$ cat config.mk
export PLATFORM = sky130hd
export DESIGN_NAME = fact_mmio
export DESIGN_NICKNAME = d
export VERILOG_FILES = /design/src/rtl/fact_mmio_pkg.sv /design/src/rtl/fact_core.sv /design/src/rtl/fact_mmio.sv
export SDC_FILE = /design/constraint.sdc
export NUM_CORES = 1
export LEC_CHECK = 0
export ABC_AREA = 1
export ABC_CLOCK_PERIOD_IN_PS = 7590
export CAP_MARGIN = 20
export CORE_MARGIN = 3
export CORE_UTILIZATION = 50
export DETAILED_ROUTE_END_ITERATION = 10
export GPL_ROUTABILITY_DRIVEN = 0
export PLACE_DENSITY = 0.7
export SETUP_SLACK_MARGIN = 0.15
export SLEW_MARGIN = 20
export SYNTH_ARGS = -nofsm -noshare
export SYNTH_HDL_FRONTEND = slang
export SYNTH_SLANG_ARGS = --single-unit
$ cat constraint.sdc
create_clock -name clk -period 7.59 [get_ports clk]
set_clock_uncertainty 0.15 [all_clocks]
set_input_delay 2.277 -clock clk [delete_from_list [all_inputs] [get_ports clk]]
set_output_delay 2.277 -clock clk [all_outputs]
set_load 0.01 [all_outputs]
$ cat src/rtl/fact_mmio_pkg.sv
// Shared definitions for the memory-mapped factorial accelerator:
// register offsets, FSM state encoding and the default operand limit.
package fact_mmio_pkg;

  localparam logic [1:0] FACT_N      = 2'd0;
  localparam logic [1:0] FACT_GO     = 2'd1;
  localparam logic [1:0] FACT_STATUS = 2'd2;
  localparam logic [1:0] FACT_RESULT = 2'd3;

  // 12! is the largest factorial that fits in 32 bits.
  localparam int MAX_N_DEFAULT = 12;

  typedef enum logic [1:0] {
    S_IDLE = 2'd0,
    S_BUSY = 2'd1,
    S_DONE = 2'd2
  } state_t;

  function automatic logic [31:0] status_word(input logic done, input logic err);
    return {30'd0, err, done};
  endfunction

endpackage

$ cat src/rtl/fact_core.sv
// Iterative factorial engine: one multiply step per clock, plus the
// RESULT/done/err registers that software observes through fact_mmio.
//
//   state  | meaning
//   -------+---------------------------------------------------------
//   S_IDLE | no run since reset; waiting for start
//   S_BUSY | multiplying prod by cnt and counting cnt down
//   S_DONE | run finished or rejected; done/err held until next start
module fact_core
  import fact_mmio_pkg::*;
#(
  parameter int N_BITS = 4,
  parameter int MAX_N  = MAX_N_DEFAULT
) (
  input  logic              clk,
  input  logic              rst,
  input  logic              start,
  input  logic [N_BITS-1:0] n,
  output logic              busy,
  output logic              done,
  output logic              err,
  output logic [31:0]       result
);

  localparam logic [31:0] MAX_N_W = 32'(MAX_N);

  state_t            state;
  state_t            state_nxt;
  logic [N_BITS-1:0] cnt;
  logic [31:0]       prod;
  logic              over_max;
  logic              cnt_last;

  assign over_max = 32'(n) > MAX_N_W;
  assign cnt_last = cnt <= N_BITS'(1);
  assign busy     = (state == S_BUSY);

  always_ff @(posedge clk) begin
    if (!rst) begin
      state <= S_IDLE;
    end else begin
      state <= state_nxt;
    end
  end

  always_comb begin
    state_nxt = state;
    case (state)
      S_IDLE, S_DONE: begin
        if (start) begin
          state_nxt = over_max ? S_DONE : S_BUSY;
        end
      end
      S_BUSY: begin
        if (cnt_last) begin
          state_nxt = S_DONE;
        end
      end
      default: state_nxt = S_IDLE;
    endcase
  end

  // Start is only honoured outside S_BUSY; a rejected operand completes
  // immediately with a zero result.
  always_ff @(posedge clk) begin
    if (!rst) begin
      cnt    <= '0;
      prod   <= 32'd1;
      result <= 32'd0;
      done   <= 1'b0;
      err    <= 1'b0;
    end else begin
      case (state)
        S_BUSY: begin
          if (cnt_last) begin
            result <= prod;
            done   <= 1'b1;
          end else begin
            prod <= prod * 32'(cnt);
            cnt  <= cnt - N_BITS'(1);
          end
        end
        default: begin
          if (start) begin
            cnt  <= n;
            prod <= 32'd1;
            done <= over_max;
            err  <= over_max;
            if (over_max) begin
              result <= 32'd0;
            end
          end
        end
      endcase
    end
  end

endmodule

$ cat src/rtl/fact_mmio.sv
// Bus-facing wrapper for the factorial engine: holds the N operand,
// decodes word-offset writes and muxes read data with zero latency.
module fact_mmio
  import fact_mmio_pkg::*;
#(
  parameter int N_BITS = 4,
  parameter int MAX_N  = MAX_N_DEFAULT
) (
  input  logic        clk,
  input  logic        rst,
  input  logic        we,
  input  logic [1:0]  a,
  input  logic [31:0] wd,
  output logic [31:0] rd,
  output logic        done
);

  logic [N_BITS-1:0] n_reg;
  logic              start;
  logic              busy;
  logic              err;
  logic [31:0]       result;
  logic              unused_wd;

  assign unused_wd = ^wd[31:N_BITS];

  // The engine ignores start while busy, so GO needs no extra gating here.
  assign start = we && (a == FACT_GO) && wd[0];

  always_ff @(posedge clk) begin
    if (!rst) begin
      n_reg <= '0;
    end else if (we && (a == FACT_N) && !busy) begin
      n_reg <= wd[N_BITS-1:0];
    end
  end

  fact_core #(
    .N_BITS(N_BITS),
    .MAX_N (MAX_N)
  ) u_core (
    .clk   (clk),
    .rst   (rst),
    .start (start),
    .n     (n_reg),
    .busy  (busy),
    .done  (done),
    .err   (err),
    .result(result)
  );

  always_comb begin
    rd = 32'd0;
    case (a)
      FACT_N:      rd = {{(32-N_BITS){1'b0}}, n_reg};
      FACT_GO:     rd = {31'd0, busy};
      FACT_STATUS: rd = status_word(done, err);
      FACT_RESULT: rd = result;
      default:     rd = 32'd0;
    endcase
  end

endmodule

After elaboration in Yosys (flattened, before gate mapping)
Cells that the tools add are included.
{"block": "word_totals", "ff_bits": 76, "output_inout_bits": 33}
{"block": "op_classes", "n_eq_ne": 8, "n_mux": 18, "magnitude_cmp": 2, "mul": 1, "n_bitwise": 1, "n_addsub": 1, "reduce_logical": 15}
{"op": "$mux 32", "n": 7}
{"op": "$pmux 32 s4", "n": 1}
{"op": "$mul 32x4->32", "n": 1}
{"op": "$mux 4", "n": 3}
{"op": "$reduce_and 2->1", "n": 4}
{"op": "$eq 2x2->1 const B", "n": 3}
{"op": "$mux 2", "n": 3}
{"op": "$eq 2x1->1 const B", "n": 2}
{"op": "$gt 4x4->1 const B", "n": 1}
{"op": "$le 4x1->1 const B", "n": 1}
{"op": "$logic_and 1x1->1", "n": 4}
{"op": "$logic_not 2->1", "n": 2}
{"op": "$ne 2x2->1 const B", "n": 2}
{"op": "$pmux 2 s2", "n": 1}
{"op": "$reduce_bool 2->1", "n": 2}
{"op": "$sub 4x1->4 const B", "n": 1}
{"op": "$mux 1", "n": 3}
{"op": "$reduce_and 3->1", "n": 1}
{"op": "$ne 2x1->1 const B", "n": 1}
{"op": "$reduce_or 2->1", "n": 1}
{"op": "$logic_not 1->1", "n": 1}
{"op": "$not 1->1", "n": 1}

Longest topological paths before layout
Gate-level depths: netlist (run 1).
{"block": "depth", "depth_word": 5, "depth_mapped": 21}

Hierarchy
From an unflattened synthesis (run 1), not the netlist that was laid out.
{"block": "hier_totals", "hier_cells": 1289, "area_unflattened_um2": 7977.7}
{"module": "fact_core", "seq_area_each_um2": 1441.4, "cells_per_inst": 1181, "area_per_inst_um2": 7432.1, "instances": 1}
{"module": "fact_mmio", "seq_area_each_um2": 80.1, "cells_per_inst": 108, "area_per_inst_um2": 545.5, "instances": 1}

Worst setup path after synthesis (run 1)
OpenSTA, ideal clock, no wires.
{"block": "synth_timing", "path_kind": "input to output", "start": "input a[0]", "end": "output rd[10]", "path_slack_ns": 2.141, "t_arrival_ns": 3.022, "cell_stages": 4, "path_buffers": 2, "required_time_ns": 5.163, "cell_sequence": "buf_4 -> nand2_1 -> clkbuf_1 -> nor2_1"}
{"block": "synth_via", "elab_chain_len": 2}
{"element": "from (decl)", "line_no": "fact_mmio.sv:12", "rtl": "input logic [1:0] a,"}
{"element": "$eq 2x2->1, or another cell as far along", "line_no": "fact_mmio.sv:54", "rtl": "case (a)"}
{"element": "$pmux 32 s4 (*)", "line_no": "fact_mmio.sv:54"}
{"element": "to (decl)", "line_no": "fact_mmio.sv:14", "rtl": "output logic [31:0] rd,"}
Every way passes the cells marked *; elsewhere a longest branch is shown, timed or not.

Worst setup path in the final report (run 1)
{"block": "layout_timing", "start": "input a[0]", "end": "output rd[16]"}
The elaborated chain is that of the path after synthesis.

==> results of run 1 <==
[metrics by stage]
| step | power [mW] | instances | instance area [um2] | hold slack [ns] | utilization |
|---|---|---|---|---|---|
| after floorplan | 0.467 | 1242 | 7930 | 0.288 | - |
| after global placement | 0.486 | 1458 | 8420 | 0.311 | 0.547 |
| after detailed placement | 0.486 | 1458 | 8420 | 0.312 | 0.547 |
| after CTS | 1.01 | 1474 | 8760 | 0.325 | 0.570 |
| after global routing | 1.02 | 1474 | 8760 | 0.336 | 0.570 |
| final | 0.996 | 1474 | 8760 | 0.322 | 0.570 |
[worst min-delay path: cells and delay by family (launching register included)]
kind	cells	cell delay, ns
flops	1	0.30
buf+inv	1	0.07
compound gates	1	0.06
[layer usage]
| layer | GRT usage | part of all wire | up-vias |
|---|---|---|---|
| met5 | 0 | 0 | - |
| li1 | - | - | 3710 |
| met2 | 0.421 | 0.49 | 166 |
| met4 | 0.0566 | 0.019 | 0 |
| met3 | 0.0408 | 0.039 | 29 |
| met1 | 0.301 | 0.45 | 3395 |
[power groups by stage]
stage                     clock, mW  combinational [mW]  sequential [mW]
after global placement            0              0.0678            0.418
after detailed placement          0              0.0680            0.418
after global routing          0.540              0.0747            0.410
after floorplan                   0              0.0499            0.417
after CTS                     0.529              0.0684            0.409
final                         0.519              0.0682            0.409
[cell usage in the layout, fill, tap and decap left out, types with 9 or more instances in the layout]
cell type / count
sky130_fd_sc_hd__nor2_1: 63
sky130_fd_sc_hd__a211oi_2: 29
sky130_fd_sc_hd__ha_1: 34
sky130_fd_sc_hd__nand3_1: 53
sky130_fd_sc_hd__xor2_1: 12
sky130_fd_sc_hd__fa_1: 57
sky130_fd_sc_hd__clkbuf_16: 9
sky130_fd_sc_hd__dfxtp_1: 76
sky130_fd_sc_hd__o21ai_0: 25
sky130_fd_sc_hd__inv_1: 331
sky130_fd_sc_hd__a21oi_1: 95
sky130_fd_sc_hd__clkdlybuf4s50_1: 41
sky130_fd_sc_hd__nand2_1: 364
[worst paths after layout]
check / startpoint / end / cells after the start
min: u_core.result[11]$_SDFFE_PN0P_ / u_core.result[11]$_SDFFE_PN0P_ / 2
max: a[0] / rd[16] / 5
max reg2reg: u_core.cnt[3]$_SDFFE_PN0P_ / u_core.prod[26]$_SDFFE_PN0P_ / 16
min reg2reg: u_core.result[11]$_SDFFE_PN0P_ / u_core.result[11]$_SDFFE_PN0P_ / 2
[logic make-up after synthesis]
family / Yosys count
XOR/XNOR: 13
AND/OR/NAND/NOR: 520
AO/OA/AOI/OAI: 160
flip-flops: 76
buffers and inverters: 382
adder cells (fa/ha/maj): 91
[layout make-up]
cell class	instances	area [um2]	area share
Multi-Input combinational cell	784	4890	0.558
Sequential cell	76	1520	0.174
Inverter	340	1280	0.146
Timing Repair Buffer	47	455	0.0520
Tap cell	211	264	0.0301
Clock buffer	9	225	0.0257
Clock inverter	7	123	0.0140
==> results.cfg, run 1 <==
[placement]
io_buffers = 41
dp_hpwl_mm = 14.9
dp_worst_setup_slack_ns = 1.27

[power]
combPwrFrac = 0.068
p_leak_nw = 4.90
cellPowerDensity_nw_per_um2 = 114
seqPwrFrac = 0.411
switching_power_of_the_nets_mw = 0.244
power.share.clock = 0.521
power.ir.vdd_worst_v = 0.000105
swShare = 0.245
cellInternalPower_mw = 0.752

[sta]
slew_headroom = 0.382
final.min_clock_period_ns = 6.33
report.final.hold_viol_count = 0
layout_worst_path_cycle_share = 0.835
max_clock_freq_ghz = 0.158
fin_setup_tns_ns = 0
worst_slew_pin_slew_ns = 0.925
finalWorstSetupSlack_ns = 1.26
setup_viol = 0
final_max_slew_viol_count = 0
rsz0062_at_grt = no

[synth]
synthArstFlopShare = 0
post_synth_mux_area_share = 0
synth_simple_gate_area_share = 0.273
synthAdderAreaFrac = 0.197
cell_type_with_the_highest_aggregate_area_in_the_netlist = sky130_fd_sc_hd__dfxtp_1
post_synth_xor_area_fraction = 0.0144
ys.warnings.count = 0
synth.top_cells.by_count = 364 x sky130_fd_sc_hd__nand2_1, 331 x sky130_fd_sc_hd__inv_1, 95 x sky130_fd_sc_hd__a21oi_1, 76 x sky130_fd_sc_hd__dfxtp_1, 63 x sky130_fd_sc_hd__nor2_1
synth_compound_area_frac = 0.132
ys_top_cells_by_area = sky130_fd_sc_hd__dfxtp_1 19%, sky130_fd_sc_hd__nand2_1 17%, sky130_fd_sc_hd__inv_1 16%
proportion_of_netlist_area_held_by_the_largest_area_contributor = 0.192
syn_nets = 1370
most_common_cell_in_the_netlist = sky130_fd_sc_hd__nand2_1
seq_area_frac_synth = 0.192
syn-cell-area_um2 = 7930
ys_ff_latch = 76
synth_top_family_by_area = simple AND/OR/NAND/NOR gates
synth_area_per_cell_um2 = 6.39
synth_flop_cell = sky130_fd_sc_hd__dfxtp_1
post_synth_inst_count = 1242
synth-edff-count = 0
yosys.cell_types.count = 40

[clocking]
cts_tree = yes
worst_setup_hold_path_clk_slew_ns = 0.06
cts_num_sinks = 76
ctsLongestPathBuffers = 2
worstSkewPairLatency_ns = 0.35
cts_inserted_buffers = 9
cts_hold_buf = 0
post_cts.resized_instances = 0
ctsRootBufferMaster = sky130_fd_sc_hd__clkbuf_16
clock_tree.htree_level_count = 3
postCtsSetupRepairBufs = 0

[critical_path]
critical_path.startpoint_type = input port
cpLargestDelayFamily = buffers and inverters
critical_path.cell_chain = clkdlybuf4s50_1 > nand2_1 > buf_4 > nor2_1 > clkdlybuf4s50_1
crit_required_ns = 5.16
cpPeakStageDelay_ns = 0.62
crit_path_frequent_cell = sky130_fd_sc_hd__clkdlybuf4s50_1
critical_path_peak_fanout = 28
critical_path.endpoint_type = primary output
timing_worst_setup_path_type = input port to primary output
worst-r2r-setup-slack_ns = 3.71
cp_num_buf_inv = 3
slowest_stage = sky130_fd_sc_hd__clkdlybuf4s50_1
critPathArrivalTime_ns = 3.91

[global_route]
globalRouteOverflowTotal = 0
antenna_found_initial = 0
grt_first_pass_wirelength_mm = 34.5
number_of_global_route_vias_before_repair = 7185
grt_use_total = 0.237
grt_max_degree = 61

[route]
avgViaCountPerCell = 4.95
detail_route.iter0.violations = 542
drtPass1Iterations = 5
via_count = 7300
antenna_left = 0
post_drt_wl_per_cell_um = 13.6
number_of_design_rule_violations_left_after_detail_routing = 0
wirelength_mm = 20.1

[finish]
share_of_cells_above_drive_strength_1 = 0.0641
biggest_regs = u_core.prod: 32 flops, u_core.result: 32 flops
fin_nets = 1386
area_growth_pct = 10.5
fillCellCount = 1547
antenna_cells_inserted = 0

[die]
die_footprint_um2 = 17400
io-pin-count = 70
die_h_um = 132
die_width_um = 132
start_util = 0.516
area_of_the_placeable_core_um2 = 15400
std_cell_rows = 45

[hold_path]
hold_class = flop to flop

[run]
max-cap-violations = 0

[run_status]
run_status = completed
No activity file was read; power rests on OpenSTA's default activity.
==> run 2: changes to the inputs <==
--- a/config.mk
+++ b/config.mk
@@ -6,13 +6,13 @@
 export NUM_CORES = 1
 export LEC_CHECK = 0
 export ABC_AREA = 1
-export ABC_CLOCK_PERIOD_IN_PS = 7590
+export ABC_CLOCK_PERIOD_IN_PS = 5750
 export CAP_MARGIN = 20
 export CORE_MARGIN = 3
 export CORE_UTILIZATION = 50
 export DETAILED_ROUTE_END_ITERATION = 10
 export GPL_ROUTABILITY_DRIVEN = 0
-export PLACE_DENSITY = 0.7
+export PLACE_DENSITY = 0.72
 export SETUP_SLACK_MARGIN = 0.15
 export SLEW_MARGIN = 20
 export SYNTH_ARGS = -nofsm -noshare
==> constraint.sdc (replaced) <==
create_clock -name clk -period 5.75 [get_ports clk]
set_clock_uncertainty 0.15 [all_clocks]
set_input_delay 1.725 -clock clk [delete_from_list [all_inputs] [get_ports clk]]
set_output_delay 1.725 -clock clk [all_outputs]
set_load 0.01 [all_outputs]
==> run 2 against run 1 <==
Combinational power grew 36%. Register-to-register slack got worse by 1.8 ns. Global-route usage down 0.34 points. Sequential cell count did not move. Non-clock buffer count up 2. Power grew 25%. Setup slack lost 0.94 ns. Via count up 0.47%. Sequential power up 32%. Count of clock-buffer cells in the layout unchanged. Wire length shrank 0.35%. Sequential share of layout area about the same. Critical path type unchanged.
==> results.cfg, run 2 (same netlist as run 1, synthesis figures left out) <==
[power]
power.ir.vdd_worst_v = 0.000138
cellInternalPower_mw = 0.909
p_leak_nw = 4.90
switching_power_of_the_nets_mw = 0.332
swShare = 0.267
power.share.clock = 0.490
seqPwrFrac = 0.435
cellPowerDensity_nw_per_um2 = 142
combPwrFrac = 0.075

[critical_path]
worstRegToRegCells = 15
setup.worst_path.start = a[0]
critical_path.reg2reg.endpoint = u_core.prod[22]$_SDFFE_PN0P_
critPathArrivalTime_ns = 3.56
regToRegStartpoint = u_core.cnt[2]$_SDFFE_PN0P_
critical_path.endpoint_type = primary output
crit_required_ns = 3.88
critical_path.startpoint_type = input port
timing_worst_setup_path_type = input port to primary output
critical_path_peak_fanout = 20
worst-r2r-setup-slack_ns = 1.90

[sta]
setup_viol = 0
rsz0062_at_grt = no
final.min_clock_period_ns = 5.43
worst_slew_pin_slew_ns = 0.944
final_max_slew_viol_count = 0
layout_worst_path_cycle_share = 0.945
report.final.hold_viol_count = 0
max_clock_freq_ghz = 0.184
slew_headroom = 0.369
fin_setup_tns_ns = 0

[global_route]
grt_first_pass_wirelength_mm = 34.2
globalRouteOverflowTotal = 0
grt_use_total = 0.234
grt_max_degree = 61
number_of_global_route_vias_before_repair = 7167
antenna_found_initial = 0

[route]
wirelength_mm = 20.0
number_of_design_rule_violations_left_after_detail_routing = 0
via_count = 7334
detail_route.iter0.violations = 452
post_drt_wl_per_cell_um = 13.5
avgViaCountPerCell = 4.97
antenna_left = 0
drtPass1Iterations = 7

[clocking]
post_cts.resized_instances = 0
cts_num_sinks = 76
cts_inserted_buffers = 9
ctsRootBufferMaster = sky130_fd_sc_hd__clkbuf_16
worst_setup_hold_path_clk_slew_ns = 0.06
ctsLongestPathBuffers = 2
cts_tree = yes
worstSkewPairLatency_ns = 0.35
clock_tree.htree_level_count = 3
cts_hold_buf = 0
postCtsSetupRepairBufs = 0

[placement]
placed_area_um2 = 8440
dp_hpwl_mm = 14.9
placedCellCount = 1460
io_buffers = 41

[finish]
fin_cells = 1476
biggest_regs = u_core.prod: 32 flops, u_core.result: 32 flops
area_growth_pct = 10.3
fin_nets = 1388
layout_commonest_cell = sky130_fd_sc_hd__nand2_1
share_of_cells_above_drive_strength_1 = 0.0656
layout.cells.most_common_list = 364 x sky130_fd_sc_hd__nand2_1, 331 x sky130_fd_sc_hd__inv_1, 95 x sky130_fd_sc_hd__a21oi_1, 76 x sky130_fd_sc_hd__dfxtp_1, 63 x sky130_fd_sc_hd__nor2_1
finish.instance_area_um2 = 8750
antenna_cells_inserted = 0

[run_status]
run_status = completed

[run]
max-cap-violations = 0

[hold_path]
hold_class = flop to flop
hold_path_startpoint = u_core.result[29]$_SDFFE_PN0P_
whs_endpoint = u_core.result[29]$_SDFFE_PN0P_
min_delay_path_depth = 2

[die]
area_of_the_placeable_core_um2 = 15400
die_width_um = 132
start_util = 0.516
die_h_um = 132
io-pin-count = 70
std_cell_rows = 45
die_footprint_um2 = 17400
-- run 2: critical path, cell delays in order --
cell	delay, ns
sky130_fd_sc_hd__clkdlybuf4s50_1	0.62
sky130_fd_sc_hd__nand2_1	0.30
sky130_fd_sc_hd__buf_12	0.25
sky130_fd_sc_hd__nor2_1	0.11
sky130_fd_sc_hd__clkdlybuf4s50_1	0.54
-- run 2: final cells by class --
| type | instances | area, um2 |
|---|---|---|
| clock buffer | 9 | 225 |
| clock inverter | 7 | 82.6 |
| fill | 1507 | 6620 |
| inverter | 340 | 1280 |
| multi-input combinational | 784 | 4890 |
| sequential | 76 | 1520 |
| tap | 211 | 264 |
| timing repair buffer | 49 | 483 |
-- run 2: worst max path at each step --
stage,end,slack (ns),depth (start not counted)
6_report,rd[26],0.32,5
3_5_place_dp,rd[14],0.33,5
5_1_grt,rd[25],0.20,5
3_3_place_gp,rd[24],0.37,5
4_1_cts,rd[14],0.33,5
2_1_floorplan,rd[10],1.40,4
-- run 2: layer usage --
metal	track usage	vias to the layer above	wire, um
met4	0.0683	0	454
met2	0.403	151	9680
met5	0	-	0
met1	0.305	3428	9140
met3	0.0351	33	723
li1	-	3722	-
-- run 2: power groups by stage --
stage / Clock [mW] / Sequential, mW / Combinational (mW)
floorplan: 0 / 0.550 / 0.0659
global placement: 0 / 0.552 / 0.0916
detailed placement: 0 / 0.552 / 0.0927
CTS: 0.615 / 0.540 / 0.0928
global route: 0.632 / 0.541 / 0.102
finish: 0.608 / 0.540 / 0.0929
-- run 2: metrics by stage --
step | total power, mW | hold WS [ns] | utilization | worst slack [ns]
2_1_floorplan | 0.616 | 0.288 | - | 1.40
3_3_place_gp | 0.643 | 0.309 | 0.549 | 0.370
3_5_place_dp | 0.645 | 0.313 | 0.549 | 0.334
4_1_cts | 1.25 | 0.324 | 0.569 | 0.331
5_1_grt | 1.27 | 0.334 | 0.569 | 0.196
6_report | 1.24 | 0.322 | 0.569 | 0.316
==> run 3: changes to the inputs <==
--- a/config.mk
+++ b/config.mk
@@ -18,3 +18,4 @@
 export SYNTH_ARGS = -nofsm -noshare
 export SYNTH_HDL_FRONTEND = slang
 export SYNTH_SLANG_ARGS = --single-unit
+export TNS_END_PERCENT = 20
==> results of run 3 <==
Final layout, timing and power as in run 2 (identical DEF).
==> patch (flow settings as in run 3) <==
`N_BITS` is set to 4 in 2 places; all go to 3.
--- a/src/rtl/fact_core.sv
+++ b/src/rtl/fact_core.sv
@@ -10,5 +10,5 @@
   import fact_mmio_pkg::*;
 #(
-  parameter int N_BITS = 4,
+  parameter int N_BITS = 3,
   parameter int MAX_N  = MAX_N_DEFAULT
 ) (
--- a/src/rtl/fact_mmio.sv
+++ b/src/rtl/fact_mmio.sv
@@ -4,5 +4,5 @@
   import fact_mmio_pkg::*;
 #(
-  parameter int N_BITS = 4,
+  parameter int N_BITS = 3,
   parameter int MAX_N  = MAX_N_DEFAULT
 ) (
Function: changed (Yosys sat finds a counterexample within 4 cycles, from zero or initial values and one cycle with rst low).
==> patch against run 3 <==
- core utilization grew 0.88 points
- cell count shrank 18%
- worst setup slack gained 140 ps
- first-iteration DRC count grew 9.1%
- power shrank 8.6%
- register-to-register slack gained 220 ps
- sequential cell count shrank 3
- routed wire length shrank 23%
- synthesized area shrank 21%
- design area shrank 20%
- critical path type unchanged
- highest routed layer unchanged
==> patch: results (changes against run 3) <==
Placement
  – Placed instance area: 6706 µm² (was 8443 µm²)
  – Worst setup slack after placement: 447.0 ps (was 333.6 ps)
  – Dpl hpwl: 11,870 µm (was 14,910 µm)
  – Buffers on Ports: 40 (was 41)
  – Placed insts: 1,193 (was 1,460)

Yosys
  – Synth area leaders: dfxtp_1 (23%), nand2_1 (20%), inv_1 (11%), fa_1 (9.6%), a21oi_1 (7.8%) (was dfxtp_1 (19%), nand2_1 (17%), inv_1 (16%), fa_1 (14%), a21oi_1 (6.0%))
  – Synth top cells by count: nand2_1 (328), inv_1 (190), a21oi_1 (97), nor2_1 (82), dfxtp_1 (73) (was nand2_1 (364), inv_1 (331), a21oi_1 (95), dfxtp_1 (76), nor2_1 (63))
  – Sequential area share after synthesis: 23.42% (was 19.18%)
  – Net Count, Synth: 1,111 (was 1,370)
  – Cell variety after synth: 37 (was 40)

Outcome
  – Status: completed (unchanged)

Hold path
  – Hold_sp: u_core.result[15] (was u_core.result[29])

Layout
  – Fill cell count: 1,213 (was 1,507)
  – Register area: 1461 µm² (was 1521 µm²)
  – Final non-filler cell total: 1,208 (was 1,476)

Setup path
  – CP Max Fanout: 10 (was 20)
  – Crit path largest cell delay: 570 ps (was 620 ps)
  – CP arrival: 3420 ps (was 3560 ps)

Pwr
  – Switching power: 0.2604 mW (was 0.3317 mW)
  – Power share of the sequential group: 45.6% (was 43.5%)
  – P_comb: 0.0555 mW (was 0.0929 mW)
  – Internal Pwr Total: 0.8733 mW (was 0.9091 mW)
  – Peak VDD IR: 0.1135 mV (was 0.1382 mV)
  – Leakage power: 3.397 nW (was 4.897 nW)

GRT
  – Vias in the first global route: 5,560 (was 7,167)
  – Largest net degree at the start of global routing: 63 (was 61)
  – First-pass GRT wire length: 26,410 µm (was 34,200 µm)
  – Gr usage total: 22.98% (was 23.39%)

Routing
  – Drt first-iter violations: 493 (was 452)
  – 1st-pass router iterations: 5 (was 7)
  – Via/cell ratio: 4.966 (was 4.969)
-- patch: cell count changes after synthesis, sizes merged, moves of 13 or more --
cell	change
inv	-144
nand2	-42
o21ai	+30
a211oi	-29
fa	-27
nor2	+13
-- patch: kinds of logic after synthesis --
logic type	count (synthesis)	synth area share, %
fa+ha+maj	62	16.04
compound gates	163	13.73
flops	73	23.42
simple gates	479	30.85
buf+inv	230	15.26
xor+xnor	5	0.7017
-- patch: layer usage --
metal,up-vias,wire (µm),GRT usage [%]
met1,2654,7679,33.44
met3,16,1169,5.911
li1,3148,-,-
met2,181,6361,34.14
met5,-,0,0
met4,0,217,5.421
-- patch: final timing paths --
check / to / slack, ps
worst max register to register: u_core.prod[31] / 2120
worst max-delay path: rd[0] / 460
worst min-delay path: u_core.result[15] / 300
worst min register to register: u_core.result[15] / 300
-- patch: layout make-up --
class,count,area share [%]
sequential,73,20.87
multi-input combinational,709,54.66
clock buffer,10,3.413
tap,168,3.002
clock inverter,5,0.8041
timing repair buffer,46,6.648
inverter,197,10.60
